### config.mk
export PLATFORM = sky130hd
export DESIGN_NAME = op_sequencer
export DESIGN_NICKNAME = d
export VERILOG_FILES = /design/src/rtl/op_sequencer.sv
export SDC_FILE = /design/constraint.sdc
export NUM_CORES = 1
export LEC_CHECK = 0
export BUFFER_PORTS_ARGS = -buffer_cell sky130_fd_sc_hd__buf_2
export CAP_MARGIN = 15
export CELL_PAD_IN_SITES_DETAIL_PLACEMENT = 0
export CELL_PAD_IN_SITES_GLOBAL_PLACEMENT = 1
export CORE_ASPECT_RATIO = 1.25
export CORE_MARGIN = 5
export CORE_UTILIZATION = 40
export CTS_CLUSTER_DIAMETER = 120
export DETAILED_ROUTE_END_ITERATION = 10
export PLACE_DENSITY_LB_ADDON = 0.1
export SYNTH_ARGS = -nofsm -noshare
export SYNTH_HDL_FRONTEND = slang
export SYNTH_SLANG_ARGS = --single-unit
### constraint.sdc
create_clock -name clk -period 3.3 [get_ports clk]
set_input_delay 0.165 -clock clk [delete_from_list [all_inputs] [get_ports clk]]
set_output_delay 0.165 -clock clk [all_outputs]
set_load 0.1 [all_outputs]
### src/rtl/op_sequencer.sv
// Operation sequencer: accepts a command, gathers up to two multi-word
// operands, starts one of four execution units, waits for its completion
// (with abort after TIMEOUT cycles) and reports a single result strobe.
// Fetch and store commands act on a small local 4x64 register file.
module op_sequencer #(
  parameter int TIMEOUT = 255
) (
  input  logic        clk,
  input  logic        reset,
  input  logic        cmd_valid,
  output logic        cmd_ready,
  input  logic [2:0]  cmd_unit,
  input  logic [2:0]  cmd_op,
  input  logic [1:0]  cmd_size,
  input  logic        word_valid,
  output logic        word_ready,
  input  logic [15:0] word_data,
  output logic [3:0]  unit_start,
  output logic [2:0]  unit_op,
  output logic [63:0] opa,
  output logic [63:0] opb,
  input  logic [3:0]  unit_done,
  input  logic [63:0] unit_result,
  output logic        res_valid,
  output logic [63:0] res_data,
  output logic        res_sign,
  output logic        res_error,
  output logic        busy
);

  // Wide enough to hold TIMEOUT itself without wrapping.
  localparam int CW = $clog2(TIMEOUT + 2);

  typedef enum logic [2:0] {
    S_IDLE, S_LOAD_A, S_LOAD_B, S_ISSUE, S_WAIT, S_DONE
  } state_t;

  state_t        state_q, state_d;
  logic [2:0]    unit_q, unit_d;
  logic [2:0]    op_q, op_d;
  logic [1:0]    last_q, last_d;      // index of the final word (N-1)
  logic [1:0]    wcnt_q, wcnt_d;      // index of the next word to land
  logic [CW-1:0] cnt_q, cnt_d;        // cycles elapsed since ISSUE
  logic [63:0]   opa_q, opa_d;
  logic [63:0]   opb_q, opb_d;
  logic [63:0]   res_data_q, res_data_d;
  logic [3:0]    start_q, start_d;
  logic          res_valid_q, res_valid_d;
  logic          res_error_q, res_error_d;
  logic [63:0]   regs_q [4];
  logic [63:0]   regs_d [4];

  logic [63:0]   opa_ins, opb_ins;
  logic          unary;
  logic          last_word;
  logic [3:0]    sel_onehot;

  // Store, int_calc op 100 and int_log op 110 need only operand A.
  assign unary      = (unit_q == 3'b101) ||
                      (unit_q == 3'b001 && op_q == 3'b100) ||
                      (unit_q == 3'b011 && op_q == 3'b110);
  assign last_word  = (wcnt_q == last_q);
  assign sel_onehot = 4'b0001 << unit_q[1:0];

  // Operand values with the current word merged into its 16-bit lane.
  always_comb begin
    opa_ins = opa_q;
    opb_ins = opb_q;
    opa_ins[{wcnt_q, 4'b0000} +: 16] = word_data;
    opb_ins[{wcnt_q, 4'b0000} +: 16] = word_data;
  end

  // Next-state and next-output computation for the whole sequencer.
  always_comb begin
    state_d     = state_q;
    unit_d      = unit_q;
    op_d        = op_q;
    last_d      = last_q;
    wcnt_d      = wcnt_q;
    cnt_d       = cnt_q;
    opa_d       = opa_q;
    opb_d       = opb_q;
    res_data_d  = res_data_q;
    start_d     = 4'b0000;
    res_valid_d = 1'b0;
    res_error_d = 1'b0;
    regs_d      = regs_q;

    case (state_q)
      S_IDLE: begin
        if (cmd_valid) begin
          opa_d  = '0;
          opb_d  = '0;
          wcnt_d = '0;
          unit_d = cmd_unit;
          op_d   = cmd_op;
          case (cmd_size)
            2'b00:   last_d = 2'd0;
            2'b01:   last_d = 2'd1;
            default: last_d = 2'd3;
          endcase
          if (cmd_unit[2:1] == 2'b11 || cmd_size == 2'b11) begin
            state_d     = S_DONE;
            res_valid_d = 1'b1;
            res_error_d = 1'b1;
            res_data_d  = '0;
          end else if (cmd_unit == 3'b100) begin
            state_d     = S_DONE;
            res_valid_d = 1'b1;
            res_data_d  = regs_q[cmd_op[1:0]];
          end else begin
            state_d = S_LOAD_A;
          end
        end
      end
      S_LOAD_A: begin
        if (word_valid) begin
          opa_d  = opa_ins;
          wcnt_d = wcnt_q + 2'd1;
          if (last_word) begin
            wcnt_d = '0;
            if (unit_q == 3'b101) begin
              regs_d[op_q[1:0]] = opa_ins;
              state_d     = S_DONE;
              res_valid_d = 1'b1;
              res_data_d  = opa_ins;
            end else if (unary) begin
              state_d = S_ISSUE;
              start_d = sel_onehot;
              cnt_d   = '0;
            end else begin
              state_d = S_LOAD_B;
            end
          end
        end
      end
      S_LOAD_B: begin
        if (word_valid) begin
          opb_d  = opb_ins;
          wcnt_d = wcnt_q + 2'd1;
          if (last_word) begin
            wcnt_d  = '0;
            state_d = S_ISSUE;
            start_d = sel_onehot;
            cnt_d   = '0;
          end
        end
      end
      S_ISSUE: begin
        state_d = S_WAIT;
        cnt_d   = cnt_q + CW'(1);
      end
      S_WAIT: begin
        if (unit_done[unit_q[1:0]]) begin
          state_d     = S_DONE;
          res_valid_d = 1'b1;
          res_data_d  = unit_result;
        end else if (int'(cnt_q) + 1 >= TIMEOUT) begin
          state_d     = S_DONE;
          res_valid_d = 1'b1;
          res_error_d = 1'b1;
          res_data_d  = '0;
        end else begin
          cnt_d = cnt_q + CW'(1);
        end
      end
      S_DONE: begin
        state_d = S_IDLE;
      end
      default: begin
        state_d = S_IDLE;
      end
    endcase
  end

  // Sequencer state and registered outputs.
  always_ff @(posedge clk) begin
    if (reset) begin
      state_q     <= S_IDLE;
      unit_q      <= '0;
      op_q        <= '0;
      last_q      <= '0;
      wcnt_q      <= '0;
      cnt_q       <= '0;
      opa_q       <= '0;
      opb_q       <= '0;
      res_data_q  <= '0;
      start_q     <= '0;
      res_valid_q <= 1'b0;
      res_error_q <= 1'b0;
    end else begin
      state_q     <= state_d;
      unit_q      <= unit_d;
      op_q        <= op_d;
      last_q      <= last_d;
      wcnt_q      <= wcnt_d;
      cnt_q       <= cnt_d;
      opa_q       <= opa_d;
      opb_q       <= opb_d;
      res_data_q  <= res_data_d;
      start_q     <= start_d;
      res_valid_q <= res_valid_d;
      res_error_q <= res_error_d;
    end
  end

  for (genvar gi = 0; gi < 4; gi++) begin : g_regs
    // One register-file entry, cleared by reset, written only by store.
    always_ff @(posedge clk) begin
      if (reset) regs_q[gi] <= '0;
      else       regs_q[gi] <= regs_d[gi];
    end
  end

  assign cmd_ready  = (state_q == S_IDLE);
  assign word_ready = (state_q == S_LOAD_A) || (state_q == S_LOAD_B);
  assign busy       = (state_q != S_IDLE);
  assign unit_start = start_q;
  assign unit_op    = op_q;
  assign opa        = opa_q;
  assign opb        = opb_q;
  assign res_valid  = res_valid_q;
  assign res_error  = res_error_q;
  assign res_data   = res_data_q;
  assign res_sign   = res_data_q[63];

endmodule

==> out/qor.yml <==
status: "completed"
worstPathMaxFanout: 15
synthArstFlopShare_pct: 0
cellPowerDensity_nw_per_um2: 759
area_growth_pct: 23.4
yosysSeqAreaShare_pct: 46.5
ios: 301
dr_wl_met3_microns: 4540
crit_required_ps: 3820
worstMarginPinSlew_ps: 1120
grtUsageTotal_pct: 26.2
antenna_found_initial: 1
synth_edf_count: 0
finalClockSkew_ps: 18.0
met2_length_microns: 37000
wl_met1_microns: 32700
fin_crit_sh_pct: 91.1
cts_buffer_depth: 3
die_area_sq_um: 55900
grt_pass1_vias: 18104
crit_start: "cnt_q[0]"
grt_pass1_wl_microns: 114000
final_util_pct: 49.9
postSynthNetCount: 2438
worstSetupEndpointType: "flop"
avgViaCountPerCell: 5.73
power.leakage_nw: 9.16
drtAntennaViolNets: 0
dr_total_vias: 18857
r2r_start: "cnt_q[0]"
setup_viol: 0
avgSynthCellArea_sq_um: 8.78
htree_levels: 2
drv_cap: 0
dr.pass1.iters: 5
cp.arrival_ps: 3520
grt_max_degree: 148
dp_hpwl_microns: 47500
num_rows: 92
ff2ff_setup_slack_ps: 290
initial_core_util_pct: 40.5
cts_root_buffer: "clkbuf_16"
multi_input_area_sq_um: 10000
start_kind: "flop"
tns_ps: 0
nFillCells: 4910
remaining_drc_errors: 0
critical_path_class: "flop to flop"
cts_resized: 0
place_congestion: 0.848
min_period_ps: 3010
maxSlewHeadroom_pct: 24.8
syn-cell-area_sq_um: 20500
synth-main-ff-cell: "dfxtp_1"
path_clk_slew_ps: 60
ir_drop_v: 0.000573
fin_nets: 2697
synth-seq-cells: 476
rsz0062_at_grt: "no"
wl_per_cell_microns: 23.3
hp-start: "unit_result[21]"
ff_latch_area_sq_um: 9530
ys_types: 65
clkSinkCount: 476
yosys_warnings: 0
drive_above_1_share_pct: 20.8
top_layer_used: "met5"
io_buffers: 300
hold_violations: 0
overflow: 0
whs_ps: 30.9
min_path_type: "input pin to flop"
drtIter0Drc: 1257
clock_latency_ps: 600
insertedDiodeCount: 0
syn_inst: 2335
die_h_microns: 263
numCtsBuffers: 51
drv_slew: 0
postCtsSetupBuffers: 0
drt_wl_total_microns: 76500
cts_tree: "done"
core_sq_um: 50600
fmax_mhz: 333
die_w_microns: 212
flip-flops by register name, indices dropped and copies added (netlist names), 3 cells and up:
signal and count:
res_data 64, unit_op 3, unit_start 4, state_q 3, opa 64, cnt_q 9, unit_q 3, regs_q 256
opb 64
routing by layer:
metal / up-vias / global-route usage [%]
met4: 2 / 7.70
li1: 8997 / -
met1: 9158 / 34.6
met5: - / 0
met2: 576 / 43.9
met3: 124 / 4.56
through the flow:
step | setup WS, ps | power, W | cell area [sq um] | cells
after detailed placement | 416 | 0.0133 | 22900 | 3127
after global routing | 56.3 | 0.0199 | 25300 | 3290
after floorplan | 94.2 | 0.0114 | 20500 | 2335
final | 295 | 0.0192 | 25300 | 3290
after CTS | 362 | 0.0193 | 25300 | 3287
after global placement | 458 | 0.0133 | 22900 | 3127
worst paths after layout:
path | to | depth (start not counted)
max reg2reg | cnt_q[7] | 7
min reg2reg | opb[7] | 2
min | res_data[21] | 4
max | cnt_q[7] | 7
report_power, final:
| group | internal [W] | switching [W] |
|---|---|---|
| Combinational | 0.00146 | 0.00543 |
| Clock | 0.00348 | 0.00243 |
| Sequential | 0.00609 | 0.000304 |
| Total | 0.0110 | 0.00817 |
placed cells by master (no fill, tap or decap), types with 4 or more instances in the layout:
cell and n:
a211oi_1 259, a21oi_1 277, a221o_1 63, a31oi_1 4
buf_12 27, buf_2 297, buf_4 55, bufinv_16 4
clkbuf_1 10, clkbuf_16 51, clkbuf_8 15, clkinv_2 10
dfxtp_1 476, dlygate4sd3_1 69, ha_1 7, inv_1 14
mux4_2 65, nand2_1 87, nand2b_1 4, nand3_1 69
nor2_1 403, nor2b_1 68, nor3_1 198, o211ai_1 4
o21a_1 4, o21ai_0 8, o21ai_1 5, o31ai_1 4
or3_1 5, xnor2_1 4
repair_timing:
action	in CTS	in global routing
hold buffers	69	0
setup endpoints to repair	0	0
endpoints found under the hold margin	84	0
worst max-delay path, stage by stage, from the launching register on:
cell and delay, ps:
dfxtp_1 470, ha_1 270, nand3_1 180, nor3_1 430, mux2i_1 420, o22ai_1 400, or4_1 610, a21oi_1 150
kinds of logic after synthesis:
logic type,synth area share [%]
buf+inv,5.10
xor+xnor,0.171
mux,7.24
simple gates,19.1
fa+ha+maj,0.427
flops,46.5
compound gates,21.5
cell usage after synthesis, types with 2 or more instances:
library cell / instances / area [sq um]
o211ai_1: 4 / 30.0
nand2b_1: 4 / 25.0
ha_1: 7 / 87.6
xnor2_1: 4 / 35.0
nor2_1: 403 / 1510
buf_4: 3 / 22.5
nor4bb_1: 3 / 30.0
mux4_2: 65 / 1460
nor4_1: 4 / 25.0
a211oi_1: 259 / 1940
and2_1: 2 / 12.5
nand2_1: 88 / 330
o21ai_0: 8 / 40.0
or4_1: 2 / 15.0
o21ai_1: 5 / 25.0
and3_1: 3 / 18.8
nand3_1: 69 / 345
or3_1: 5 / 31.3
clkbuf_1: 168 / 631
o22ai_1: 2 / 12.5
buf_2: 50 / 250
a221o_1: 63 / 631
o211a_1: 2 / 20.0
or2_2: 2 / 12.5
nor2b_1: 68 / 425
inv_1: 14 / 52.6
buf_1: 21 / 78.8
mux2i_1: 2 / 20.0
a22o_1: 2 / 17.5
o311ai_1: 2 / 17.5
o31ai_1: 4 / 30.0
dfxtp_1: 476 / 9530
nor3b_1: 3 / 22.5
and4b_1: 2 / 20.0
nor3_1: 199 / 996
o21a_1: 4 / 30.0
a21boi_0: 2 / 15.0
nand4_1: 2 / 12.5
a31oi_1: 4 / 25.0
o2111ai_1: 3 / 26.3
a21oi_1: 278 / 1390
cell type report:
cell class / count / area share, %
clock buffers: 76 / 6.01
clock inverters: 15 / 0.707
inverters: 14 / 0.208
multi-input cells: 1602 / 39.7
flip-flops and latches: 476 / 37.7
well taps: 658 / 3.26
repair buffers: 449 / 12.4
Power figures use the tool's default switching activity.
